## src/rtl/fpu_issue_ctrl_pkg.sv

```systemverilog
// Shared definitions for the FPU issue controller: widths, opcodes,
// bfloat16 field positions and controller state encodings.
package fpu_issue_ctrl_pkg;

  localparam int WORD_W = 16;
  localparam int DATA_W = 16;
  localparam int OP_W   = 5;
  localparam int REG_W  = 4;

  // Operands are bfloat16: 1 sign, 8 exponent, 7 mantissa bits.
  localparam int FP_SIGN_BIT = 15;
  localparam int FP_EXP_HI   = 14;
  localparam int FP_EXP_LO   = 7;
  localparam int FP_MANT_HI  = 6;
  localparam int FP_MANT_LO  = 0;

  localparam logic [OP_W-1:0] OPADD  = 5'h08;
  localparam logic [OP_W-1:0] OPADDF = 5'h11;
  localparam logic [OP_W-1:0] OPFTOI = 5'h12;
  localparam logic [OP_W-1:0] OPITOF = 5'h13;
  localparam logic [OP_W-1:0] OPMULF = 5'h14;
  localparam logic [OP_W-1:0] OPRECF = 5'h15;
  localparam logic [OP_W-1:0] OPSUBF = 5'h16;

  typedef enum logic [1:0] {
    FPU_IDLE  = 2'd0,
    FPU_ISSUE = 2'd1,
    FPU_WAIT  = 2'd2,
    FPU_WB    = 2'd3
  } fpu_state_e;

  function automatic logic is_fp_op(input logic [OP_W-1:0] op);
    return (op >= OPADDF) && (op <= OPSUBF);
  endfunction

endpackage

```

## src/rtl/fpu_issue_ctrl_watchdog.sv

```systemverilog
// Cycle counter for the FPU wait phase; o_expire is high while the count
// sits at TIMEOUT-1, i.e. on the last cycle the controller may keep waiting.
module fpu_watchdog #(
  parameter int TIMEOUT = 32,
  parameter int TW      = 6
) (
  input  logic clk,
  input  logic reset,
  input  logic i_clr,
  input  logic i_en,
  output logic o_expire
);

  localparam logic [TW-1:0] LIMIT = TW'(TIMEOUT - 1);

  logic [TW-1:0] r_count;
  logic          w_expire;

  assign w_expire = (r_count == LIMIT);
  assign o_expire = w_expire;

  // Saturates at the limit so a stray extra enable cannot wrap the count.
  always_ff @(posedge clk) begin
    if (reset || i_clr) begin
      r_count <= '0;
    end else if (i_en && !w_expire) begin
      r_count <= r_count + 1'b1;
    end
  end

endmodule

```

## src/rtl/fpu_issue_ctrl.sv

```systemverilog
// Initiator side of the FPU en/done handshake: accepts one FP instruction,
// holds decode while the FPU works, then writes the result back in one cycle.
module fpu_issue_ctrl
  import fpu_issue_ctrl_pkg::*;
#(
  parameter int TIMEOUT = 32,
  parameter int TW      = 6
) (
  input  logic              clk,
  input  logic              reset,
  input  logic              op_valid,
  input  logic [OP_W-1:0]   op,
  input  logic [REG_W-1:0]  op_rd,
  input  logic [WORD_W-1:0] rd_val,
  input  logic [WORD_W-1:0] rn_val,
  output logic              stall,
  output logic              fpu_en,
  output logic [OP_W-1:0]   fpu_instr,
  output logic [WORD_W-1:0] fpu_op1,
  output logic [WORD_W-1:0] fpu_op2,
  input  logic [DATA_W-1:0] fpu_result,
  input  logic              fpu_done,
  output logic              wb_en,
  output logic [REG_W-1:0]  wb_addr,
  output logic [DATA_W-1:0] wb_data,
  output logic              busy,
  output logic              fpu_err,
  output fpu_state_e        dbg_state
);

  // Handshake: decode presents op_valid with an instruction and must hold it
  // for every cycle stall is high; the instruction is consumed on the first
  // cycle after WB. The FPU sees fpu_en high from ISSUE through WAIT and
  // answers with a fpu_done pulse/level; done is only trusted in WAIT.

  fpu_state_e        r_state;
  logic              r_fpu_en;
  logic [OP_W-1:0]   r_fpu_instr;
  logic [WORD_W-1:0] r_fpu_op1;
  logic [WORD_W-1:0] r_fpu_op2;
  logic              r_wb_en;
  logic [REG_W-1:0]  r_wb_addr;
  logic [DATA_W-1:0] r_wb_data;
  logic              r_busy;
  logic              r_fpu_err;

  logic w_accept;
  logic w_wd_clr;
  logic w_wd_en;
  logic w_wd_expire;

  assign w_accept = (r_state == FPU_IDLE) && op_valid && is_fp_op(op);
  assign w_wd_clr = (r_state == FPU_ISSUE);
  assign w_wd_en  = (r_state == FPU_WAIT);

  fpu_watchdog #(
    .TIMEOUT (TIMEOUT),
    .TW      (TW)
  ) u_watchdog (
    .clk      (clk),
    .reset    (reset),
    .i_clr    (w_wd_clr),
    .i_en     (w_wd_en),
    .o_expire (w_wd_expire)
  );

  always_ff @(posedge clk) begin
    if (reset) begin
      r_state     <= FPU_IDLE;
      r_fpu_en    <= 1'b0;
      r_fpu_instr <= '0;
      r_fpu_op1   <= '0;
      r_fpu_op2   <= '0;
      r_wb_en     <= 1'b0;
      r_wb_addr   <= '0;
      r_wb_data   <= '0;
      r_busy      <= 1'b0;
      r_fpu_err   <= 1'b0;
    end else begin
      r_wb_en <= 1'b0;
      case (r_state)
        FPU_IDLE: begin
          if (w_accept) begin
            r_fpu_instr <= op;
            r_wb_addr   <= op_rd;
            r_fpu_op1   <= rd_val;
            r_fpu_op2   <= rn_val;
            r_fpu_en    <= 1'b1;
            r_busy      <= 1'b1;
            r_state     <= FPU_ISSUE;
          end
        end
        // fpu_done may still be high from the previous op here, so skip it.
        FPU_ISSUE: begin
          r_state <= FPU_WAIT;
        end
        FPU_WAIT: begin
          if (fpu_done) begin
            r_wb_data <= fpu_result;
            r_wb_en   <= 1'b1;
            r_fpu_en  <= 1'b0;
            r_state   <= FPU_WB;
          end else if (w_wd_expire) begin
            r_fpu_err <= 1'b1;
            r_wb_data <= '0;
            r_fpu_en  <= 1'b0;
            r_state   <= FPU_WB;
          end
        end
        FPU_WB: begin
          r_busy  <= 1'b0;
          r_state <= FPU_IDLE;
        end
        default: begin
          r_state <= FPU_IDLE;
        end
      endcase
    end
  end

  assign stall     = (r_state != FPU_IDLE) || w_accept;
  assign fpu_en    = r_fpu_en;
  assign fpu_instr = r_fpu_instr;
  assign fpu_op1   = r_fpu_op1;
  assign fpu_op2   = r_fpu_op2;
  assign wb_en     = r_wb_en;
  assign wb_addr   = r_wb_addr;
  assign wb_data   = r_wb_data;
  assign busy      = r_busy;
  assign fpu_err   = r_fpu_err;
  assign dbg_state = r_state;

endmodule

```

## config.mk

```make
export PLATFORM = sky130hd
export DESIGN_NAME = fpu_issue_ctrl
export DESIGN_NICKNAME = d
export VERILOG_FILES = /design/src/rtl/fpu_issue_ctrl_pkg.sv /design/src/rtl/fpu_issue_ctrl_watchdog.sv /design/src/rtl/fpu_issue_ctrl.sv
export SDC_FILE = /design/constraint.sdc
export NUM_CORES = 1
export LEC_CHECK = 0
export BUFFER_PORTS_ARGS = -buffer_cell sky130_fd_sc_hd__buf_2
export CORE_MARGIN = 1.5
export CORE_UTILIZATION = 41
export DETAILED_ROUTE_END_ITERATION = 8
export MAX_ROUTING_LAYER = met4
export PLACE_DENSITY = 0.75
export SLEW_MARGIN = 20
export SYNTH_ARGS = -nofsm -noshare
export SYNTH_HDL_FRONTEND = slang
export SYNTH_SLANG_ARGS = --single-unit
```

## constraint.sdc

```tcl
create_clock -name clk -period 1.9 [get_ports clk]
set_clock_uncertainty 0.05 [all_clocks]
set_input_delay 0.095 -clock clk [delete_from_list [all_inputs] [get_ports clk]]
set_output_delay 0.095 -clock clk [all_outputs]
set_load 0.005 [all_outputs]
```

* Yosys cells after proc, flatten, opt, wreduce, memory -nomap -nowiden
Cells that the tools add are included.
Storage, ports and cells: register bits 69, input port bits 61, output and inout bits 64, word-level logic and storage cells 53
Operators by class: $add $sub $neg 1, order comparisons 2, eq/ne operators 6, mux-type cells 12, bitwise logic cells 2, reduce and logical (&&, ||, !) cells 19
Operator list (count):
- $mux 16 | 2
- $pmux 2 s4 | 1
- $reduce_and 2->1 | 4
- $reduce_bool 2->1 | 4
- $add 6x1->6 const B | 1
- $eq 6x5->1 const B | 1
- $mux 2 | 3
- $reduce_and 3->1 | 2
- $ge 5x5->1 const B | 1
- $le 5x5->1 const B | 1
- $eq 2x2->1 const B | 2
- $logic_and 1x1->1 | 4
- $mux 1 | 4
- $pmux 1 s2 | 2
- $ne 3x3->1 const B | 1
- $eq 2x1->1 const B | 1
- $logic_not 2->1 | 1
- $logic_or 1x1->1 | 2
- $ne 2x2->1 const B | 1
- $not 1->1 | 2
- $reduce_or 2->1 | 1
- $logic_not 1->1 | 1

* Depth between registers and ports, before layout
Gate-level depths: netlist of the first run.
depth in word-level cells 5, gate-level depth with buffers 8

* By module
Synthesis of the first run repeated with hierarchy kept, for this count alone.
Unflattened totals: cells, all modules 291, area total of the unflattened synthesis 2650.0 sq um
Modules (own cells, without submodules):
- fpu_issue_ctrl | times used 1, cells each 258, area each 2333.5 sq um
- fpu_watchdog | times used 1, cells each 33, area each 316.6 sq um

* Worst setup path before layout of the first run
Ideal clock, no wire load.
kind reg-to-reg, start point register r_state[0], in the netlist dbg_state[0], end point register r_fpu_op1[0], in the netlist fpu_op1[0], arrival time 1622 ps, data required time 1718 ps, slack 96 ps, cell stages (with the launch flop) 9, clock period less this slack 1804 ps, path through dfxtp_1 inv_1 ha_1 nand4b_4 or3_1 buf_6 buf_4 nand2_1 a21oi_1
On the way: longest elaborated chain between the ends 4
RTL lines:
- start, declared | RTL line fpu_issue_ctrl.sv:36 | fpu_state_e r_state;
- start signal, assigned | RTL line fpu_issue_ctrl.sv:69 | r_state <= FPU_IDLE;
- start signal, assigned | RTL line fpu_issue_ctrl.sv:90 | r_state <= FPU_ISSUE;
- start signal, assigned | RTL line fpu_issue_ctrl.sv:95 | r_state <= FPU_WAIT;
- $logic_not 2->1 * | RTL line fpu_issue_ctrl.sv:52, fpu_issue_ctrl.sv:81
- $logic_and 1x1->1 (2 in a row) | RTL line fpu_issue_ctrl.sv:52 | assign w_accept = (r_state == FPU_IDLE) && op_valid && is_fp_op(op);
- $reduce_and 2->1 (no source line) *
- end signal, assigned | RTL line fpu_issue_ctrl.sv:86 | r_fpu_op1 <= rd_val;
- end, declared | RTL line fpu_issue_ctrl.sv:39 | logic [WORD_W-1:0] r_fpu_op1;
Mark *: on every way between the ends. The rest lies on a longest branch, timed or not. A chain may end at the register's enable or synchronous reset.

* Final worst setup path of the first run
start point register r_state[0], in the netlist dbg_state[0], end point register r_fpu_op2[11], in the netlist fpu_op2[11]
On the way: longest elaborated chain between the ends 4
RTL lines:
- $logic_not 2->1 * | RTL line fpu_issue_ctrl.sv:52, fpu_issue_ctrl.sv:81
- $logic_and 1x1->1 (2 in a row) | RTL line fpu_issue_ctrl.sv:52
- $reduce_and 2->1 (no source line) *
- end signal, assigned | RTL line fpu_issue_ctrl.sv:87 | r_fpu_op2 <= rn_val;
- end, declared | RTL line fpu_issue_ctrl.sv:40 | logic [WORD_W-1:0] r_fpu_op2;
Marked as above.

==> flow_summary.yaml, run 1 <==
synthesis:
  async_flop_share: 0
  post_synth_main_area_contributors: "dfxtp_1 (53%), nand2_1 (11%), a21oi_1 (7.6%)"
  synthesized_net_count: 357
  ys_types: 39
  synthCells: 290
  netlist.area_leader.share: 0.526
  synth_largest_area_cell: "dfxtp_1"
  ys.flop_type: "dfxtp_1"
  synth.ff_latch_count: 69
  synth.yosys.seq_area_share: 0.526
  synthesis.area_per_instance_um2: 9.06
  synth_area_um2: 2630
  yosys_warnings: 0
  synth_edf_count: 0
floorplanning:
  floorplan.die.height_um: 83.1
  die_width_um: 83.1
  core_area_um2: 6060
  initial_utilization: 0.434
  floorplan.rows: 28
  die-area_um2: 6900
  ios: 125
placement:
  gpl.final_weighted_congestion: 0.804
  placement.cell_area_um2: 3330
  dpl.hpwl_um: 4270
  io_buffer_count: 124
timing:
  period_minus_slack_ns: 1.80
  maxSlewViolCount: 0
  period_share: 0.949
  highest_attainable_clock_frequency_mhz: 555
  worst_pin_slew_ns: 0.444
  grt_setup_unrepaired: "false"
  slew_headroom: 0.704
  timing.final.hold_violations: 0
  setup_tns_ns: 0
  finalSetupViolations: 0
clocking:
  tritoncts.num_buffers: 9
  clock_tree.buffer_depth: 2
  clk_pin_slew_worst_paths_ns: 0.07
  tritoncts_num_sinks: 69
  cts_htree_levels: 3
  cts.root.buffer_cell: "clkbuf_8"
  clock_insertion_delay_worst_skew_ns: 0.33
  clock_tree_from_tritoncts: "done"
outcome:
  result_of_the_run: "finished, final reports clean"
pwr:
  worst_ir_drop_vdd_v: 0.000590
  clkPwrFrac: 0.322
  power.net_switching_w: 0.000979
  sequential_fraction_of_design_power: 0.452
  power.total_w: 0.00358
  p_leak_nw: 1.87
  power_switching_share: 0.274
  comb_power_share: 0.226
  power.density_cell_area_nw_per_um2: 878
  internal_power_w: 0.00260
route:
  drtAntennaViolNets: 0
  drt-pass1-iter-count: 4
  detail_route.vias_per_cell: 4.94
  route.vias.total: 2705
  routed_wl_per_cell_um: 13.6
  drt_wl_total_um: 7450
  drc: 0
  first_drt_iteration_drcs: 86
min_path:
  hp-class: "input port to register"
global_routing:
  maximum_number_of_pins_on_one_net_before_global_route_repair: 38
  globalRouteTotalUtil: 0.225
  grt_pass1_wl_um: 12300
  number_of_antenna_violations_at_the_first_check_in_global_routing: 0
  first_global_vias: 2637
  globalRouteOverflowTotal: 0
layout:
  layout.filler_cells: 476
  nets: 535
  multi_input_comb_area_um2: 1170
  area_growth_from_synthesis_to_layout_pct: 54.9
  final_layout_size_suffix_gt1_frac: 0.345
  num_antenna_cells: 0
  regArea_um2: 1380
  fin_area_um2: 4070
worst_setup_path:
  critical_path.reg2reg.startpoint: "dbg_state[0]"
  worst-endpoint-required_ns: 2.05
  worstPathMaxFanout: 37
  setup.worst_path.class: "register to register"
  critical_path_arrival_ns: 1.96
  worstSetupStartpointType: "register"
  worst_setup_path_endpoint: "fpu_op2[11]"
  r2r_setup_slack_ns: 0.1
  critPathLaunch: "dbg_state[0]"
  endpoint_kind: "register"
  r2r_end: "fpu_op2[11]"
  timing.reg2reg.worst_path_depth: 7
job:
  max_cap_violations: 0
per-layer routing:
metal  routed length [um]  global-route usage  vias up  share of wire
met5                    0                   -        -              0
met4                  141              0.0848        0          0.019
met3                  420              0.0517       15          0.056
met2                 3670               0.369      111           0.49
met1                 3210               0.269     1242           0.43
li1                     -                   -     1337              -
power groups by stage:
stage	clock network, W	logic [W]	registers [W]
after detailed placement	0	0.000669	0.00164
after global placement	0	0.000658	0.00164
after CTS	0.00118	0.000775	0.00161
final	0.00115	0.000808	0.00162
after global routing	0.00126	0.000902	0.00163
after floorplan	0	0.000390	0.00165
cells by family (layout without fill, tap and decap cells):
family,count (synthesis),after routing,share of synthesized area
buf+inv,20,203,0.0429
simple gates,115,115,0.199
fa+ha+maj,6,6,0.0286
compound gates,73,73,0.180
xor+xnor,5,5,0.0167
flops,69,69,0.526
mux,2,2,0.00762
layout make-up:
type | count | area share
repair buffers | 184 | 0.301
clock buffers | 11 | 0.0347
flip-flops and latches | 69 | 0.339
clock inverters | 5 | 0.0123
inverters | 3 | 0.00277
multi-input cells | 201 | 0.287
well taps | 75 | 0.0231
through the flow:
stage / std cells / setup WS [ns] / hold WS [ns] / utilization
final: 548 / 0.0967 / 0.0417 / 0.672
after global routing: 548 / 0.00304 / 0.0386 / 0.672
after CTS: 548 / 0.00735 / 0.0248 / 0.669
after detailed placement: 480 / -0.00203 / 0.266 / 0.550
after global placement: 480 / 0.0630 / 0.261 / 0.550
after floorplan: 290 / 0.0958 / 0.178 / -
sequential cells by signal, summed over array words and instances (netlist names):
signal / flops
wb_en: 1
fpu_instr: 5
fpu_op1: 16
dbg_state: 2
wb_data: 16
wb_addr: 4
fpu_err: 1
u_watchdog.r_count: 6
fpu_en: 1
fpu_op2: 16
busy: 1
critical path, cell delays in order (launching register included):
cell,delay [ns]
dfxtp_1,0.34
inv_2,0.11
ha_4,0.18
nand4b_4,0.19
or3_4,0.44
buf_12,0.18
nand2_1,0.09
a21oi_1,0.07
cell usage after synthesis (all sizes together), types with 2 or more instances:
cell / count
a211oi: 2
a21oi: 40
a22o: 16
a31oi: 3
and2b: 2
and3: 3
buf: 9
clkbuf: 8
dfxtp: 69
ha: 6
inv: 3
mux2i: 2
nand2: 77
nand2b: 4
nor2: 15
nor2b: 2
nor3: 2
nor3b: 2
o211ai: 2
o21ai: 6
or2: 3
xnor2: 2
xor2: 3
worst min-delay path by stage:
stage,to,start,slack [ns],cells past startpoint
2_1_floorplan,wb_data[0],fpu_result[0],0.18,1
6_report,fpu_instr[1],op[1],0.04,3
3_5_place_dp,wb_data[6],fpu_result[6],0.27,2
5_1_grt,fpu_instr[1],op[1],0.04,3
3_3_place_gp,wb_data[11],fpu_result[11],0.26,2
4_1_cts,fpu_instr[0],op[0],0.02,3
layout by cell type (no fill, tap or decap), types with 3 or more instances in the layout:
cell type      count
a31oi_1            3
nand2b_1           3
dlygate4sd3_1     52
a22o_1            16
nand2_1           77
dfxtp_1           69
clkinv_2           4
ha_1               5
clkbuf_8          10
xor2_1             3
o21ai_0            3
nor2_1            15
buf_4              6
buf_2            124
a21oi_1           40
or2_2              3
what timing repair did:
item                       4_1_cts  5_1_grt
pin swaps                        1        0
hold buffers                    52        0
buffers inserted                 0        0
hold endpoints to repair        52        0
setup endpoints to repair        2       40
resized for setup                2        4
(Power assumes the default switching activity.)
==> inputs of run 2 (changes only) <==
- CORE_ASPECT_RATIO: default -> 0.6
==> run 2 against run 1 <==
  * Non-clock buffer count is 3 higher
  * Critical path depth is 1 lower
  * Wire length is 0.36% lower
  * Total power is 7.1% higher
  * Via count is 2.5% lower
  * First-iteration DRC count is 78% higher
  * Clock-buffer cell count is 2 higher
  * Cell area is 1.6% higher
  * Clock power is 16% higher
==> flow_summary.yaml, run 2 (synthesis results as in run 1) <==
layout:
  num_antenna_cells: 0
  nets: 538
  area_growth_from_synthesis_to_layout_pct: 57.3
  regArea_um2: 1380
  layout_common_cells: "buf_2 (124), nand2_1 (77), dfxtp_1 (69), dlygate4sd3_1 (52), a21oi_1 (40)"
  fin_area_um2: 4130
  layout.filler_cells: 502
  mostFrequentLayoutCell: "buf_2"
  post_layout_nonfiller_instances: 560
  final_layout_size_suffix_gt1_frac: 0.347
  multi_input_comb_area_um2: 1160
worst_setup_path:
  timing.reg2reg.worst_path_depth: 6
  worstSetupStartpointType: "register"
  worst-endpoint-required_ns: 1.75
  critical_path_arrival_ns: 1.64
  critical_path.reg2reg.startpoint: "dbg_state[0]"
  endpoint_kind: "primary output"
  setup.worst_path.class: "register to primary output"
  worstPathMaxFanout: 5
  critPathLaunch: "dbg_state[0]"
  r2r_setup_slack_ns: 0.15
  worst_setup_path_endpoint: "stall"
  r2r_end: "fpu_en"
timing:
  worst_pin_slew_ns: 0.637
  highest_attainable_clock_frequency_mhz: 561
  slew_headroom: 0.572
  grt_setup_unrepaired: "false"
  timing.final.hold_violations: 0
  worst_hold_margin_ns: 0.0284
  period_share: 0.939
  period_minus_slack_ns: 1.78
  maxSlewViolCount: 0
  finalSetupViolations: 0
  worst_slack_ns: 0.116
clocking:
  clock_tree.buffer_depth: 2
  tritoncts.num_buffers: 9
  tritoncts_num_sinks: 69
  cts_htree_levels: 3
  cts.root.buffer_cell: "clkbuf_8"
  clock_tree_from_tritoncts: "done"
  clk_pin_slew_worst_paths_ns: 0.07
  clock_insertion_delay_worst_skew_ns: 0.33
floorplanning:
  die-area_um2: 6910
  floorplan.die.height_um: 65.0
  ios: 125
  floorplan.rows: 22
  core_area_um2: 6140
  die_width_um: 106
  initial_utilization: 0.428
pwr:
  worst_ir_drop_vdd_v: 0.000587
  power.total_w: 0.00383
  p_leak_nw: 1.89
  power.density_cell_area_nw_per_um2: 926
route:
  drt_wl_total_um: 7420
  drc: 0
  route.vias.total: 2637
  drtAntennaViolNets: 0
  detail_route.vias_per_cell: 4.71
  routed_wl_per_cell_um: 13.3
  drt-pass1-iter-count: 4
  first_drt_iteration_drcs: 153
global_routing:
  globalRouteOverflowTotal: 0
  number_of_antenna_violations_at_the_first_check_in_global_routing: 0
  globalRouteTotalUtil: 0.224
  first_global_vias: 2495
  grt_pass1_wl_um: 11700
  maximum_number_of_pins_on_one_net_before_global_route_repair: 39
outcome:
  result_of_the_run: "finished, final reports clean"
placement:
  dpl.hpwl_um: 4670
  gpl.final_weighted_congestion: 0.805
  placement.cell_area_um2: 3340
  io_buffer_count: 124
  placed_cells: 489
  dp_slack_ns: -0.0410
job:
  max_cap_violations: 0
min_path:
  hp-class: "input port to register"
  worst_hold_startpoint: "op[0]"
  hold_path_depth: 3
-- run 2: how the worst min path moves through the flow --
stage          slack (ns)      endpoint
2_1_floorplan        0.18    wb_data[0]
3_3_place_gp         0.26    wb_data[2]
3_5_place_dp         0.27   wb_data[10]
4_1_cts              0.01  fpu_instr[0]
5_1_grt              0.04  fpu_instr[0]
6_report             0.03  fpu_instr[0]
-- run 2: metrics by stage --
stage | util | setup TNS (ns)
3_5_place_dp | 0.545 | -0.0410
2_1_floorplan | - | 0
6_report | 0.673 | 0
5_1_grt | 0.673 | 0
4_1_cts | 0.671 | 0
3_3_place_gp | 0.545 | 0
-- run 2: area by class of cell --
class / instances / area share
Timing Repair Buffer: 187 / 0.302
Clock buffer: 13 / 0.0384
Tap cell: 84 / 0.0254
Sequential cell: 69 / 0.334
Inverter: 3 / 0.00272
Multi-Input combinational cell: 201 / 0.281
Clock inverter: 3 / 0.0163
-- run 2: what timing repair did --
| item | CTS | global route |
|---|---|---|
| hold buffers | 52 | 0 |
| setup buffers | 1 | 2 |
| pin swaps | 1 | 2 |
| endpoints found under the hold margin | 52 | 0 |
| setup endpoints to repair | 2 | 37 |
| gates resized for setup | 3 | 2 |
-- run 2: where the power goes --
part           switching (W)  internal (W)
combinational       0.000422      0.000462
clock               0.000517      0.000813
sequential         0.0000656       0.00155
total                0.00100       0.00282
-- run 2: worst max-delay path, cell delays in order (launching register included) --
cell	delay, ns
dfxtp_1	0.34
inv_2	0.10
ha_4	0.18
nand4b_4	0.15
o31ai_4	0.28
buf_4	0.14
buf_2	0.10
-- run 2: per-layer routing --
metal  global-route usage  wire, um
met1                0.268      3460
met2                0.363      3480
met3               0.0795       397
met4               0.0574        76
met5                    -         0
